<file path="src/rtl/uart_prog_loader_if.sv">
// Loader-side signal bundle: UART line and load request in, instruction-RAM write port and status out.
// The slave modport is the loader itself; the master modport is whoever drives rx/load_en and watches the RAM port.
interface uart_prog_loader_if #(
  parameter int ADDR_W = 12
);
  logic              load_en;
  logic              rx;
  logic              mem_we;
  logic [ADDR_W-1:0] mem_addr;
  logic [31:0]       mem_wdata;
  logic              cpu_hold;
  logic              done;
  logic              frame_err;
  logic [15:0]       words_written;

  modport slave (
    input  load_en, rx,
    output mem_we, mem_addr, mem_wdata, cpu_hold, done, frame_err, words_written
  );

  modport master (
    output load_en, rx,
    input  mem_we, mem_addr, mem_wdata, cpu_hold, done, frame_err, words_written
  );
endinterface

</file>
<file path="src/rtl/uart_prog_loader.sv">
// 8N1 UART receiver packing a length-prefixed byte stream into little-endian 32-bit RAM writes.
// mem_we fires 1 cycle after the fourth byte's stop sample; no backpressure, RAM must accept every strobe.
module uart_prog_loader #(
  parameter int CLK_DIV = 868,
  parameter int ADDR_W  = 12
) (
  input  logic              HCLK,
  input  logic              HRESET,
  uart_prog_loader_if.slave bus
);
  localparam int              CW      = $clog2(CLK_DIV);
  localparam logic [CW-1:0]   HALF_M1 = CW'(CLK_DIV / 2 - 1);
  localparam logic [CW-1:0]   FULL_M1 = CW'(CLK_DIV - 1);

  typedef enum logic [1:0] {R_IDLE, R_START, R_DATA, R_STOP} rx_state_t;
  typedef enum logic [2:0] {L_IDLE, L_HDR0, L_HDR1, L_DATA, L_DONE} ld_state_t;

  logic            r_rx_meta, r_rx_sync;
  rx_state_t       r_rx_state, w_rx_next;
  logic [CW-1:0]   r_div_cnt;
  logic [2:0]      r_bit_idx;
  logic [7:0]      r_shift;
  logic            w_div_clr, w_shift_en, w_byte_vld, w_frame_bad;

  ld_state_t       r_ld_state, w_ld_next;
  logic            r_load_d;
  logic [15:0]     r_count;
  logic [1:0]      r_lane;
  logic [23:0]     r_word;
  logic            r_mem_we;
  logic [ADDR_W-1:0] r_mem_addr;
  logic [31:0]     r_mem_wdata;
  logic            r_cpu_hold, r_done, r_frame_err;
  logic [15:0]     r_words;
  logic [15:0]     w_words_inc;
  logic            w_load_rise, w_load_fall;
  logic            w_start, w_abort, w_cap_lo, w_cap_hi, w_cap_lane, w_issue, w_finish;

  always_ff @(posedge HCLK) begin
    if (HRESET) begin
      r_rx_meta <= 1'b1;
      r_rx_sync <= 1'b1;
    end else begin
      r_rx_meta <= bus.rx;
      r_rx_sync <= r_rx_meta;
    end
  end

  always_ff @(posedge HCLK) begin
    if (HRESET) r_rx_state <= R_IDLE;
    else        r_rx_state <= w_rx_next;
  end

  always_comb begin
    w_rx_next   = r_rx_state;
    w_div_clr   = 1'b0;
    w_shift_en  = 1'b0;
    w_byte_vld  = 1'b0;
    w_frame_bad = 1'b0;
    case (r_rx_state)
      R_IDLE: if (!r_rx_sync) begin
        w_rx_next = R_START;
        w_div_clr = 1'b1;
      end
      // Start bit is re-checked at its midpoint so short line glitches are rejected.
      R_START: if (r_div_cnt == HALF_M1) begin
        w_div_clr = 1'b1;
        w_rx_next = r_rx_sync ? R_IDLE : R_DATA;
      end
      R_DATA: if (r_div_cnt == FULL_M1) begin
        w_div_clr  = 1'b1;
        w_shift_en = 1'b1;
        if (r_bit_idx == 3'd7) w_rx_next = R_STOP;
      end
      R_STOP: if (r_div_cnt == FULL_M1) begin
        w_rx_next   = R_IDLE;
        w_byte_vld  = r_rx_sync;
        w_frame_bad = !r_rx_sync;
      end
      default: w_rx_next = R_IDLE;
    endcase
  end

  always_ff @(posedge HCLK) begin
    if (HRESET) begin
      r_div_cnt <= '0;
      r_bit_idx <= 3'd0;
      r_shift   <= 8'd0;
    end else begin
      r_div_cnt <= w_div_clr ? '0 : r_div_cnt + CW'(1);
      if (w_shift_en) begin
        r_shift   <= {r_rx_sync, r_shift[7:1]};
        r_bit_idx <= r_bit_idx + 3'd1;
      end
    end
  end

  assign w_load_rise = bus.load_en & ~r_load_d;
  assign w_load_fall = ~bus.load_en & r_load_d;
  assign w_words_inc = r_words + 16'd1;

  always_ff @(posedge HCLK) begin
    if (HRESET) r_ld_state <= L_IDLE;
    else        r_ld_state <= w_ld_next;
  end

  // A falling load_en beats a coincident byte in every active state.
  always_comb begin
    w_ld_next  = r_ld_state;
    w_start    = 1'b0;
    w_abort    = 1'b0;
    w_cap_lo   = 1'b0;
    w_cap_hi   = 1'b0;
    w_cap_lane = 1'b0;
    w_issue    = 1'b0;
    w_finish   = 1'b0;
    case (r_ld_state)
      L_IDLE: if (w_load_rise) begin
        w_start   = 1'b1;
        w_ld_next = L_HDR0;
      end
      L_HDR0: begin
        if (w_load_fall) begin
          w_abort   = 1'b1;
          w_ld_next = L_IDLE;
        end else if (w_byte_vld) begin
          w_cap_lo  = 1'b1;
          w_ld_next = L_HDR1;
        end
      end
      L_HDR1: begin
        if (w_load_fall) begin
          w_abort   = 1'b1;
          w_ld_next = L_IDLE;
        end else if (w_byte_vld) begin
          w_cap_hi = 1'b1;
          if ({r_shift, r_count[7:0]} == 16'd0) begin
            w_finish  = 1'b1;
            w_ld_next = L_DONE;
          end else begin
            w_ld_next = L_DATA;
          end
        end
      end
      L_DATA: begin
        if (w_load_fall) begin
          w_abort   = 1'b1;
          w_ld_next = L_IDLE;
        end else begin
          if (w_byte_vld) begin
            w_cap_lane = 1'b1;
            w_issue    = (r_lane == 2'd3);
          end
          if (r_mem_we && (w_words_inc == r_count)) begin
            w_finish  = 1'b1;
            w_ld_next = L_DONE;
          end
        end
      end
      L_DONE:  w_ld_next = L_IDLE;
      default: w_ld_next = L_IDLE;
    endcase
  end

  always_ff @(posedge HCLK) begin
    if (HRESET) begin
      r_load_d    <= 1'b0;
      r_count     <= 16'd0;
      r_lane      <= 2'd0;
      r_word      <= 24'd0;
      r_mem_we    <= 1'b0;
      r_mem_addr  <= '0;
      r_mem_wdata <= 32'd0;
      r_cpu_hold  <= 1'b0;
      r_done      <= 1'b0;
      r_frame_err <= 1'b0;
      r_words     <= 16'd0;
    end else begin
      r_load_d <= bus.load_en;
      r_mem_we <= w_issue;
      if (w_cap_lo) r_count[7:0]  <= r_shift;
      if (w_cap_hi) r_count[15:8] <= r_shift;
      if (w_cap_lane) begin
        r_lane <= r_lane + 2'd1;
        case (r_lane)
          2'd0:    r_word[7:0]   <= r_shift;
          2'd1:    r_word[15:8]  <= r_shift;
          2'd2:    r_word[23:16] <= r_shift;
          default: r_mem_wdata   <= {r_shift, r_word};
        endcase
      end
      // Bookkeeping trails the strobe so mem_addr is still the written address while mem_we is high.
      if (r_mem_we) begin
        r_mem_addr <= r_mem_addr + ADDR_W'(1);
        if (r_words != 16'hFFFF) r_words <= w_words_inc;
      end
      if (w_start) begin
        r_done      <= 1'b0;
        r_frame_err <= 1'b0;
        r_words     <= 16'd0;
        r_mem_addr  <= '0;
        r_lane      <= 2'd0;
        r_cpu_hold  <= 1'b1;
      end
      if (w_frame_bad) r_frame_err <= 1'b1;
      if (w_abort)     r_cpu_hold  <= 1'b0;
      if (w_finish) begin
        r_done     <= 1'b1;
        r_cpu_hold <= 1'b0;
      end
    end
  end

  assign bus.mem_we        = r_mem_we;
  assign bus.mem_addr      = r_mem_addr;
  assign bus.mem_wdata     = r_mem_wdata;
  assign bus.cpu_hold      = r_cpu_hold;
  assign bus.done          = r_done;
  assign bus.frame_err     = r_frame_err;
  assign bus.words_written = r_words;
endmodule

</file>
<file path="src/flat_wrapper.sv">
// flat-port wrapper written by rule: the top's interface ports become plain ports
module uart_prog_loader_flat 
#(
  parameter int CLK_DIV = 868,
  parameter int ADDR_W  = 12
)
  (HCLK, HRESET, bus_load_en, bus_rx, bus_mem_we, bus_mem_addr, bus_mem_wdata, bus_cpu_hold, bus_done, bus_frame_err, bus_words_written);
  uart_prog_loader_if #(.ADDR_W(ADDR_W)) bus_i ();
  input  logic HCLK;
  input  logic HRESET;
  input wire logic [$bits(bus_i.load_en)-1:0] bus_load_en;
  input wire logic [$bits(bus_i.rx)-1:0] bus_rx;
  output wire logic [$bits(bus_i.mem_we)-1:0] bus_mem_we;
  output wire logic [$bits(bus_i.mem_addr)-1:0] bus_mem_addr;
  output wire logic [$bits(bus_i.mem_wdata)-1:0] bus_mem_wdata;
  output wire logic [$bits(bus_i.cpu_hold)-1:0] bus_cpu_hold;
  output wire logic [$bits(bus_i.done)-1:0] bus_done;
  output wire logic [$bits(bus_i.frame_err)-1:0] bus_frame_err;
  output wire logic [$bits(bus_i.words_written)-1:0] bus_words_written;
  assign bus_i.load_en = bus_load_en;
  assign bus_i.rx = bus_rx;
  assign bus_mem_we = bus_i.mem_we;
  assign bus_mem_addr = bus_i.mem_addr;
  assign bus_mem_wdata = bus_i.mem_wdata;
  assign bus_cpu_hold = bus_i.cpu_hold;
  assign bus_done = bus_i.done;
  assign bus_frame_err = bus_i.frame_err;
  assign bus_words_written = bus_i.words_written;
  uart_prog_loader #(.CLK_DIV(CLK_DIV), .ADDR_W(ADDR_W)) u_core (.HCLK(HCLK), .HRESET(HRESET), .bus(bus_i));
endmodule
</file>
<file path="config.mk">
export PLATFORM = sky130hd
export DESIGN_NAME = uart_prog_loader_flat
export DESIGN_NICKNAME = d
export VERILOG_FILES = /design/src/rtl/uart_prog_loader_if.sv /design/src/rtl/uart_prog_loader.sv /design/src/flat_wrapper.sv
export SDC_FILE = /design/constraint.sdc
export NUM_CORES = 1
export LEC_CHECK = 0
export ABC_AREA = 1
export BUFFER_PORTS_ARGS = -buffer_cell sky130_fd_sc_hd__buf_2
export CAP_MARGIN = 20
export CORE_UTILIZATION = 45
export CTS_BUF_LIST = sky130_fd_sc_hd__clkbuf_8
export CTS_CLUSTER_SIZE = 10
export DETAILED_ROUTE_END_ITERATION = 8
export PLACE_DENSITY = 0.68
export SYNTH_ARGS = -nofsm -noshare
export SYNTH_HDL_FRONTEND = slang
export SYNTH_SLANG_ARGS = --single-unit
export TNS_END_PERCENT = 10
</file>
<file path="constraint.sdc">
create_clock -name HCLK -period 2.2 [get_ports HCLK]
set_clock_uncertainty 0.1 [all_clocks]
set_input_delay 0.11 -clock HCLK [delete_from_list [all_inputs] [get_ports HCLK]]
set_output_delay 0.11 -clock HCLK [all_outputs]
set_load 0.02 [all_outputs]
</file>
; Word-level counts from Yosys, hierarchy flattened
; Cells that the tools add are included.
[word_totals]
inputBits = 4
ff_bits = 135
elab_cells = 120
output_inout_bits = 64
[classes]
eq_ne = 23
n_reduce_logical = 21
n_addsub = 5
n_bitwise = 7
muxes = 43
[ops]
columns = operator, count
row1 = 1-bit two-way mux, 25
row2 = 3-bit two-way mux, 8
row3 = 16-bit by 1-bit adder with 16-bit output (second input constant), 1
row4 = 16-bit equality test, 1
row5 = 16-bit zero test, 1
row6 = 16-bit inequality test (second input constant), 1
row7 = 12-bit by 1-bit adder with 12-bit output (second input constant), 1
row8 = 2-bit two-way mux, 6
row9 = 3-bit case mux with 4 select lines, 1
row10 = 10-bit by 1-bit adder with 10-bit output (second input constant), 1
row11 = 10-bit equality test (second input constant), 1
row12 = 10-bit by 9-bit equality test with 1-bit output (second input constant), 1
row13 = 2-bit by 1-bit inequality test with 1-bit output (second input constant), 5
row14 = 2-bit AND reduction, 5
row15 = 3-bit by 1-bit inequality test with 1-bit output (second input constant), 3
row16 = 3-bit OR reduction, 3
row17 = 2-bit equality test (second input constant), 4
row18 = 2-bit case mux with 4 select lines, 1
row19 = 3-bit by 2-bit equality test with 1-bit output (second input constant), 2
row20 = 1-bit inverter, 5
row21 = 5-bit AND reduction, 1
row22 = 2-bit by 1-bit equality test with 1-bit output (second input constant), 2
row23 = 2-bit zero test, 2
row24 = 4-bit AND reduction, 1
row25 = other kinds (14), 17

; Longest topological paths before layout
; Gate-level depths: netlist (run 1).
[logic_depth]
word_depth = 7
mapped_depth = 15
mapped_depth_nobuf = 15

; Worst setup path before layout (run 1)
; OpenSTA, ideal clock, no wires.
[synth_timing]
kind = register to register
start = register u_core.r_words[0], in the netlist u_core.bus.words_written[0]
end = register u_core.r_ld_state[0]
required_ns = 1.985
period_less_slack_ns = 2.025
path_buffers = 0
setup_slack_ns = 0.175
stages_incl_launch_ff = 15
setup_time_ns = 0.115
t_arrival_ns = 1.811
path_cell_list = dfxtp_1 -> ha_1 -> nand2_1 -> nor2_4 -> nand2_1 -> nand3_1 -> nand2_1 -> nor2_1 -> nand3_1 -> nor2_1 -> nand3_2 -> nand2_2 -> nand3_1 -> nand2_1 -> nor2_1
[synth_between]
elab_chain_len = 5
[synth_lines]
columns = item, line_no
row1 = from (decl), uart_prog_loader.sv:34  ; logic [15:0] r_words;
row2 = from (signal assigned), uart_prog_loader.sv:195  ; if (r_words != 16'hFFFF) r_words <= w_words_inc;
row3 = 16-bit by 1-bit adder with 16-bit output, uart_prog_loader.sv:100  ; assign w_words_inc = r_words + 16'd1;
row4 = 16-bit equality test, uart_prog_loader.sv:154  ; if (r_mem_we && (w_words_inc == r_count)) begin
row5 = 1-bit logical AND, uart_prog_loader.sv:154
row6 = 3-bit by 1-bit inequality test with 1-bit output (no line), n/a
row7 = 4-bit AND reduction (no line), n/a
row8 = to (signal assigned), uart_prog_loader.sv:104  ; else r_ld_state <= w_ld_next;
row9 = to (decl), uart_prog_loader.sv:25  ; ld_state_t r_ld_state, w_ld_next;
; No other way between the ends.
; A chain may end at the register's enable or synchronous reset.

; Final worst setup path (run 1)
[layout_timing]
start = register u_core.r_words[0], in the netlist u_core.bus.words_written[0]
end = register u_core.r_ld_state[1]
; The elaborated chain is that of the path after synthesis.

==> flow_summary.ini, run 1 <==
[outcome]
outcome = complete, no violations

[layout]
drive_gt1_share_pct = 15.6
diodes = 0
area_growth_pct = 16.4
layout_commonest_cell = dfxtp_1
fin_util_pct = 54.3
final_cell_mix = dfxtp_1, inv_1, a21oi_1, nand2_1, o21ai_0
nNetsFinal = 892

[yosys]
synthArstFlopShare_pct = 0
ys_warn_count = 0
synth_area_sq_um = 5940
postSynthAreaPerCell_sq_um = 7.42
ys_ff_latch = 135
synth_nets = 815
synth_cell_types = 37
synth_ff_type = dfxtp_1
yosysSeqAreaShare_pct = 45.5
synth_edf_count = 0
synthCells = 800

[pwr]
ir_drop_mv = 0.468
pwr-share-seq_pct = 52.0
combPwrFrac_pct = 7.6
p_sw_uw = 1280
cellLeakagePower_uw = 0.00275
p_int_uw = 3530
power.share.clock_pct = 40.4
power_uw = 4800
power_density_nw_per_um2 = 695
swShare_pct = 26.6

[drt]
wirelength_um = 12900
first_pass_iters = 4
drc = 0
via_count = 5172
drt_iter0_drc = 292
final_antenna_net_count = 0
wl_per_cell_um = 12.1
drt-vias-per-instance = 4.87

[grt]
grt_first_pass_wirelength_um = 21400
grt_max_degree = 83
track_usage_pct = 20.2
gr-total-overflow = 0
antenna_found_initial = 0
grt_pass1_vias = 4651

[sta]
layout_setup_ws_ns = 0.220
setup-tns-final_ns = 0
rsz0062_at_grt = true
slew_violations = 0
min_period_ns = 1.98
max_freq_mhz = 505
hold-worst-slack_ns = 0.314
setup_violations = 0
slew_headroom_pct = 60.8
worst_slew_pin_slew_ns = 0.586
hold_violations = 0
period_share_pct = 90.0

[worst_hold_path]
hold_path_class = register to register

[cts]
post_cts_buffers = 0
cts_max_level = 4
cts_buffer_depth = 2
path_clk_slew_ns = 0.07
clock_latency_ns = 0.45
cts_tree = done
root_buffer = clkbuf_8
numCtsBuffers = 17
clock_sinks = 135

[floorplanning]
ioPinCount = 68
die_area_sq_um = 13700
die_w_um = 117
coreArea_sq_um = 12700
start_util_pct = 46.7
die_h_um = 117
rows = 41

[placement]
place_ws_ns = 0.170
globalplace.congestion = 0.860
post-dp-hpwl_um = 8970
port_buffers = 67

[critical_path]
critPathLaunchType = register
cp-end-kind = register
cp.required_ns = 2.45
cp.arrival_ns = 2.23
cp_max_fo = 7
critPathKind = register to register

[flow_run]
maxCapViolCount = 0
[sequential cells by signal, indices dropped and copies added, names as in the netlist, 2 cells and up, named ones only]
signal,count
u_core.bus.mem_wdata,32
u_core.r_word,24
u_core.bus.words_written,16
u_core.r_count,16
u_core.bus.mem_addr,12
u_core.r_div_cnt,10
u_core.r_shift,8
u_core.r_bit_idx,3
u_core.r_ld_state,3
u_core.r_lane,2
[what timing repair did]
item | 4_1_cts | 5_1_grt
resized for setup | 0 | 6
hold buffers | 5 | 0
setup endpoints to repair | 0 | 30
hold endpoints to repair | 6 | 0
[worst max-delay path, stage by stage, from the launching register on]
cell and delay (ns):
dfxtp_1 0.34, ha_2 0.20, nand2_1 0.09, nor2_4 0.17, nand3b_1 0.18, nand3_1 0.12
nand2_1 0.06, clkinv_1 0.04, nand3_1 0.09, nor2_2 0.10, nand3_2 0.10, nand2_2 0.10
nand3_1 0.07, nand2_1 0.08, nor2_1 0.04
[synthesized netlist by cell type, drive strengths merged (5+ instances only)]
master	number	area [sq um]
a21oi	115	576
buf	9	60.1
clkbuf	17	63.8
dfxtp	135	2700
ha	11	138
inv	129	484
nand2	118	453
nand3	40	220
nand4	14	87.6
nor2	61	292
nor3	9	45.0
nor4	5	46.3
o21ai	105	526
xor2	7	61.3
[final timing paths]
path / from / to / slack, ns / depth (start not counted)
worst max register to register: u_core.bus.words_written[0] / u_core.r_ld_state[1] / 0.22 / 14
worst max-delay path: u_core.bus.words_written[0] / u_core.r_ld_state[1] / 0.22 / 14
worst min-delay path: u_core.r_rx_meta / u_core.r_rx_sync / 0.31 / 1
worst min register to register: u_core.r_rx_meta / u_core.r_rx_sync / 0.31 / 1
[power groups by stage]
stage / sequential [uW] / combinational [uW] / clock, uW
3_3_place_gp: 2550 / 354 / 0
2_1_floorplan: 2550 / 265 / 0
5_1_grt: 2500 / 422 / 2110
4_1_cts: 2500 / 362 / 2000
6_report: 2500 / 364 / 1940
3_5_place_dp: 2550 / 355 / 0
[stage by stage]
step                      instance area, sq um  instances
final                                     6910       1062
after global routing                      6910       1062
after CTS                                 6900       1062
after detailed placement                  6480       1025
after global placement                    6480       1025
after floorplan                           5940        800
[kinds of logic (layout without fill, tap and decap cells)]
logic type / count (synthesis) / after routing / share of synthesized area [%]
compound gates: 233 / 233 / 20.2
xor+xnor: 9 / 9 / 1.33
fa+ha+maj: 11 / 11 / 2.32
buf+inv: 157 / 247 / 10.4
flops: 135 / 135 / 45.5
simple gates: 255 / 255 / 20.2
[area by class of cell]
| type | count | area [sq um] |
|---|---|---|
| Sequential cell | 135 | 2700 |
| Inverter | 131 | 492 |
| Clock inverter | 14 | 124 |
| Multi-Input combinational cell | 508 | 2630 |
| Timing Repair Buffer | 84 | 500 |
| Fill cell | 1288 | 5810 |
| Clock buffer | 18 | 248 |
| Tap cell | 172 | 215 |
[per-layer routing]
layer	global-route usage (%)	vias to the layer above	part of all wire, %
met3	5.10	18	4.4
met5	0	-	0
met2	32.0	103	45
met1	26.4	2279	49
li1	-	2772	-
met4	7.93	0	1.7
No activity file was read; power rests on OpenSTA's default activity.
==> inputs of run 2 (changes only) <==
--- a/config.mk
+++ b/config.mk
@@ -7,12 +7,12 @@
 export LEC_CHECK = 0
 export ABC_AREA = 1
 export BUFFER_PORTS_ARGS = -buffer_cell sky130_fd_sc_hd__buf_2
-export CAP_MARGIN = 20
-export CORE_UTILIZATION = 45
+export CORE_UTILIZATION = 30
 export CTS_BUF_LIST = sky130_fd_sc_hd__clkbuf_8
 export CTS_CLUSTER_SIZE = 10
 export DETAILED_ROUTE_END_ITERATION = 8
-export PLACE_DENSITY = 0.68
+export MAX_ROUTING_LAYER = met4
+export PLACE_DENSITY = 0.51
 export SYNTH_ARGS = -nofsm -noshare
 export SYNTH_HDL_FRONTEND = slang
 export SYNTH_SLANG_ARGS = --single-unit
==> flow_summary.ini, run 2 (synthesis results as in run 1) <==
[pwr]
swShare_pct = 28.2
power.share.clock_pct = 44.1
combPwrFrac_pct = 7.1
p_int_uw = 3670
power_uw = 5110
power_density_nw_per_um2 = 717
ir_drop_mv = 0.363
pwr-share-seq_pct = 48.8
p_sw_uw = 1440
cellLeakagePower_uw = 0.00280

[placement]
post-dp-hpwl_um = 10000
port_buffers = 67
globalplace.congestion = 0.783
place_ws_ns = 0.121

[floorplanning]
start_util_pct = 30.6
die_h_um = 143
die_w_um = 143
coreArea_sq_um = 19400
die_area_sq_um = 20400
ioPinCount = 68
rows = 51

[layout]
layout_commonest_cell = dfxtp_1
final_cell_mix = dfxtp_1, inv_1, a21oi_1, nand2_1, o21ai_0
drive_gt1_share_pct = 16.9
area_growth_pct = 20.2
diodes = 0
nNetsFinal = 896
fin_util_pct = 36.8
largest_register_ffs = 32

[outcome]
outcome = complete, no violations

[drt]
wirelength_um = 14200
drc = 0
drt-vias-per-instance = 4.48
first_pass_iters = 4
via_count = 5198
wl_per_cell_um = 12.2
drt_iter0_drc = 274
final_antenna_net_count = 0

[cts]
cts_max_level = 4
path_clk_slew_ns = 0.08
cts_buffer_depth = 2
clock_latency_ns = 0.46
cts_tree = done
clock_sinks = 135
root_buffer = clkbuf_8
numCtsBuffers = 17

[sta]
min_period_ns = 2.01
slew_violations = 0
slew_headroom_pct = 58.9
hold_violations = 0
worst_slew_pin_slew_ns = 0.615
setup_violations = 0
hold-worst-slack_ns = 0.315
period_share_pct = 91.3
rsz0062_at_grt = true
setup-tns-final_ns = 0
max_freq_mhz = 498
layout_setup_ws_ns = 0.191

[critical_path]
cp_num_buf_inv = 1
max_stage_delay_ns = 0.34
cp-end-kind = register
slowest_stage = dfxtp_1
critPathTopFamily = simple AND/OR/NAND/NOR gates
cp.depth = 14
cp.arrival_ns = 2.26
path_cells = ha_2, nand2_1, nor2_4, nand3b_1, nand3_1, nand2_1, clkinv_1, nand3_1, nor2_2, nand3_2, nand2_2, nand3_1, nand2_1, nor2_1
critPathKind = register to register
critPathLaunchType = register
worstRegToRegCells = 14
cp.required_ns = 2.45
cp_max_fo = 7

[grt]
track_usage_pct = 15.4
grt_pass1_vias = 4781
grt_max_degree = 66
gr-total-overflow = 0
antenna_found_initial = 0
grt_first_pass_wirelength_um = 23600

[worst_hold_path]
hold_path_class = register to register
whs_path_depth = 1

[flow_run]
maxCapViolCount = 0
[run 2: cell count changes in the layout (fill, tap and decap cells not counted), moves of 3 or more]
cell / previous run / this run
buf_4: 10 / 14
inv_1: 128 / 125
o21ai_1: 5 / 10
inv_8: 0 / 5
o21ai_0: 100 / 95
[run 2: power groups by stage]
| stage | registers [uW] | clock network [uW] | logic, uW |
|---|---|---|---|
| 2_1_floorplan | 2550 | 0 | 265 |
| 3_3_place_gp | 2550 | 0 | 356 |
| 3_5_place_dp | 2550 | 0 | 354 |
| 4_1_cts | 2500 | 2320 | 365 |
| 5_1_grt | 2500 | 2420 | 427 |
| 6_report | 2500 | 2250 | 363 |
[run 2: worst paths after layout]
path                               end  slack [ns]                   startpoint
setup / recovery  u_core.r_ld_state[1]        0.19  u_core.bus.words_written[0]
hold / removal        u_core.r_rx_sync        0.31             u_core.r_rx_meta
setup reg to reg  u_core.r_ld_state[1]        0.19  u_core.bus.words_written[0]
hold reg to reg       u_core.r_rx_sync        0.31             u_core.r_rx_meta
[run 2: layout make-up]
cell class | count | area, sq um
Clock buffer | 17 | 234
Sequential cell | 135 | 2700
Timing Repair Buffer | 88 | 531
Fill cell | 2088 | 12300
Clock inverter | 15 | 201
Tap cell | 265 | 332
Multi-Input combinational cell | 508 | 2640
Inverter | 131 | 492
[run 2: per-stage QoR]
step,cells,instance area (sq um)
2_1_floorplan,800,5940
3_3_place_gp,1122,6620
3_5_place_dp,1122,6620
4_1_cts,1159,7110
5_1_grt,1159,7130
6_report,1159,7130
[run 2: repair_timing]
| item | in CTS | in global routing |
|---|---|---|
| setup endpoints to repair | 0 | 46 |
| hold buffers | 5 | 0 |
| hold endpoints to repair | 6 | 0 |
| setup buffers | 0 | 0 |
| resized for setup | 0 | 16 |
[run 2: per-layer routing]
metal / wire [um] / GRT usage, % / part of all wire (%)
met1: 6930 / 19.6 / 49
met5: 0 / - / 0
met4: 156 / 4.58 / 1.1
met3: 561 / 3.82 / 4.0
met2: 6530 / 24.0 / 46
==> inputs of run 3 (changes only) <==
--- a/config.mk
+++ b/config.mk
@@ -5,7 +5,6 @@
 export SDC_FILE = /design/constraint.sdc
 export NUM_CORES = 1
 export LEC_CHECK = 0
-export ABC_AREA = 1
 export BUFFER_PORTS_ARGS = -buffer_cell sky130_fd_sc_hd__buf_2
 export CORE_UTILIZATION = 30
 export CTS_BUF_LIST = sky130_fd_sc_hd__clkbuf_8
==> flow_summary.ini, run 3 <==
[flow_run]
maxCapViolCount = 0

[grt]
track_usage_pct = 15.6
antenna_found_initial = 0
grt_pass1_vias = 4851
grt_first_pass_wirelength_um = 24400
gr-total-overflow = 0
grt_max_degree = 79

[yosys]
synth_commonest_cells = nand2_1, dfxtp_1, a21oi_1
synth_top_area_share_pct = 45.1
synthArstFlopShare_pct = 0
postSynthAreaPerCell_sq_um = 8.18
ys_warn_count = 0
synth_cell_types = 61
synth_area_sq_um = 5990
ys_ff_latch = 135
synthCells = 732
synth_top_area_cell = dfxtp_1
synth_ff_type = dfxtp_1
yosysMostFrequentCell = nand2_1
yosysSeqAreaShare_pct = 45.1
yosys-top-cells-area = dfxtp_1, nand2_1, a21oi_1
synth_nets = 747
synth_edf_count = 0

[cts]
cts_tree = done
numCtsBuffers = 17
path_clk_slew_ns = 0.07
clock_latency_ns = 0.45
cts_buffer_depth = 2
clock_sinks = 135
cts_max_level = 4
root_buffer = clkbuf_8

[outcome]
violations = negative setup slack
outcome = finished with violations

[pwr]
power_density_nw_per_um2 = 597
cellLeakagePower_uw = 0.00312
ir_drop_mv = 0.299
power_uw = 4680

[floorplanning]
rows = 51
die_w_um = 143
die_area_sq_um = 20500
die_h_um = 143
start_util_pct = 30.7
coreArea_sq_um = 19500
ioPinCount = 68

[sta]
min_period_ns = 2.62
setup_violations = 20
hold_violations = 0
period_share_pct = 119
hold-worst-slack_ns = 0.283
worst_slew_pin_slew_ns = 0.474
slew_violations = 0
max_freq_mhz = 382
setup-tns-final_ns = -4.44
layout_setup_ws_ns = -0.419
rsz0062_at_grt = true
slew_headroom_pct = 67.9

[layout]
final_cell_mix = nand2_1, dfxtp_1, a21oi_1, buf_4, buf_2
diodes = 0
layout_commonest_cell = nand2_1
area_growth_pct = 30.7
nNetsFinal = 875
stdcell_count = 1137
largest_register_ffs = 32
drive_gt1_share_pct = 27.2

[drt]
via_count = 5234
wl_per_cell_um = 13.2
final_antenna_net_count = 0
wirelength_um = 15000
drc = 0
drt-vias-per-instance = 4.60
first_pass_iters = 4
drt_iter0_drc = 332

[placement]
port_buffers = 67
globalplace.congestion = 0.849
post-dp-hpwl_um = 10300
placed_cells = 1095

[critical_path]
cp.arrival_ns = 2.88
cp_max_fo = 7
cp-end-kind = register
critPathKind = register to register
worstRegToRegCells = 8
critPathLaunchType = register
cp.required_ns = 2.47

[worst_hold_path]
whs_path_depth = 3
hold_path_class = input pin to register
==> run 3: cell count changes after synthesis, sizes merged, moves of 4 or more <==
cell	delta
o21ai	-101
inv	-117
xnor2	+21
clkbuf	+25
and4	+5
nand2b	+5
mux2i	+12
xor2	+24
and3	+8
nand2	+42
nor4	+7
a21oi	-30
nor2b	+4
==> run 3: cell type report <==
| class | count | area [sq um] |
|---|---|---|
| sequential | 135 | 2720 |
| timing repair buffer | 161 | 1130 |
| clock inverter | 13 | 134 |
| clock buffer | 18 | 248 |
| multi-input combinational | 533 | 3210 |
| inverter | 12 | 45.0 |
| tap | 265 | 332 |
| fill | 2035 | 11700 |
==> run 3: per-stage QoR <==
step | setup slack [ns] | instance area (sq um) | util [%]
CTS | -0.412 | 7760 | 39.7
finish | -0.419 | 7830 | 40.1
global placement | -0.453 | 7220 | 37.0
floorplan | -0.386 | 6100 | -
detailed placement | -0.484 | 7220 | 37.0
global route | -0.559 | 7830 | 40.1
==> run 3: power by group <==
part | switching, uW | total [uW] | internal, uW
sequential | 23.4 | 2480 | 2460
combinational | 108 | 180 | 72.0
clock | 993 | 2020 | 1020
total | 1130 | 4680 | 3550
==> run 3: critical path, cell delays in order (launching register included) <==
cell and delay (ns):
dfxtp_4 0.36, ha_4 0.17, nand4_4 0.16, o211ai_2 0.19, nor4b_2 0.21, o311ai_1 0.14
or4_4 0.52, or4_4 0.45, a221oi_2 0.23
==> run 3: cells by family after synthesis <==
logic type      synth area share, %
compound gates                 11.4
fa+ha+maj                      2.30
buf+inv                        4.18
xor+xnor                       8.03
simple gates                   27.0
flops                          45.1
mux                            2.01
==> run 3: path summary, 6_finish.rpt <==
path / start / to / slack (ns)
setup / recovery: u_core.bus.words_written[1] / u_core.bus.done / -0.42
hold reg to reg: u_core.r_rx_meta / u_core.r_rx_sync / 0.31
hold / removal: bus_rx / u_core.r_rx_meta / 0.28
setup reg to reg: u_core.bus.words_written[1] / u_core.bus.done / -0.42
==> run 3: timing repair <==
item / CTS / global route
endpoints found under the setup margin: 70 / 113
hold buffers: 4 / 0
pin swaps: 1 / 3
resized for setup: 15 / 14
setup buffers: 7 / 0
endpoints found under the hold margin: 10 / 0
cloned: 0 / 0
==> run 3: metal layers <==
metal	GRT usage [%]	part of all wire, %
met3	3.42	2.8
met5	-	0
met4	5.43	1.4
met2	23.2	45
met1	20.8	51
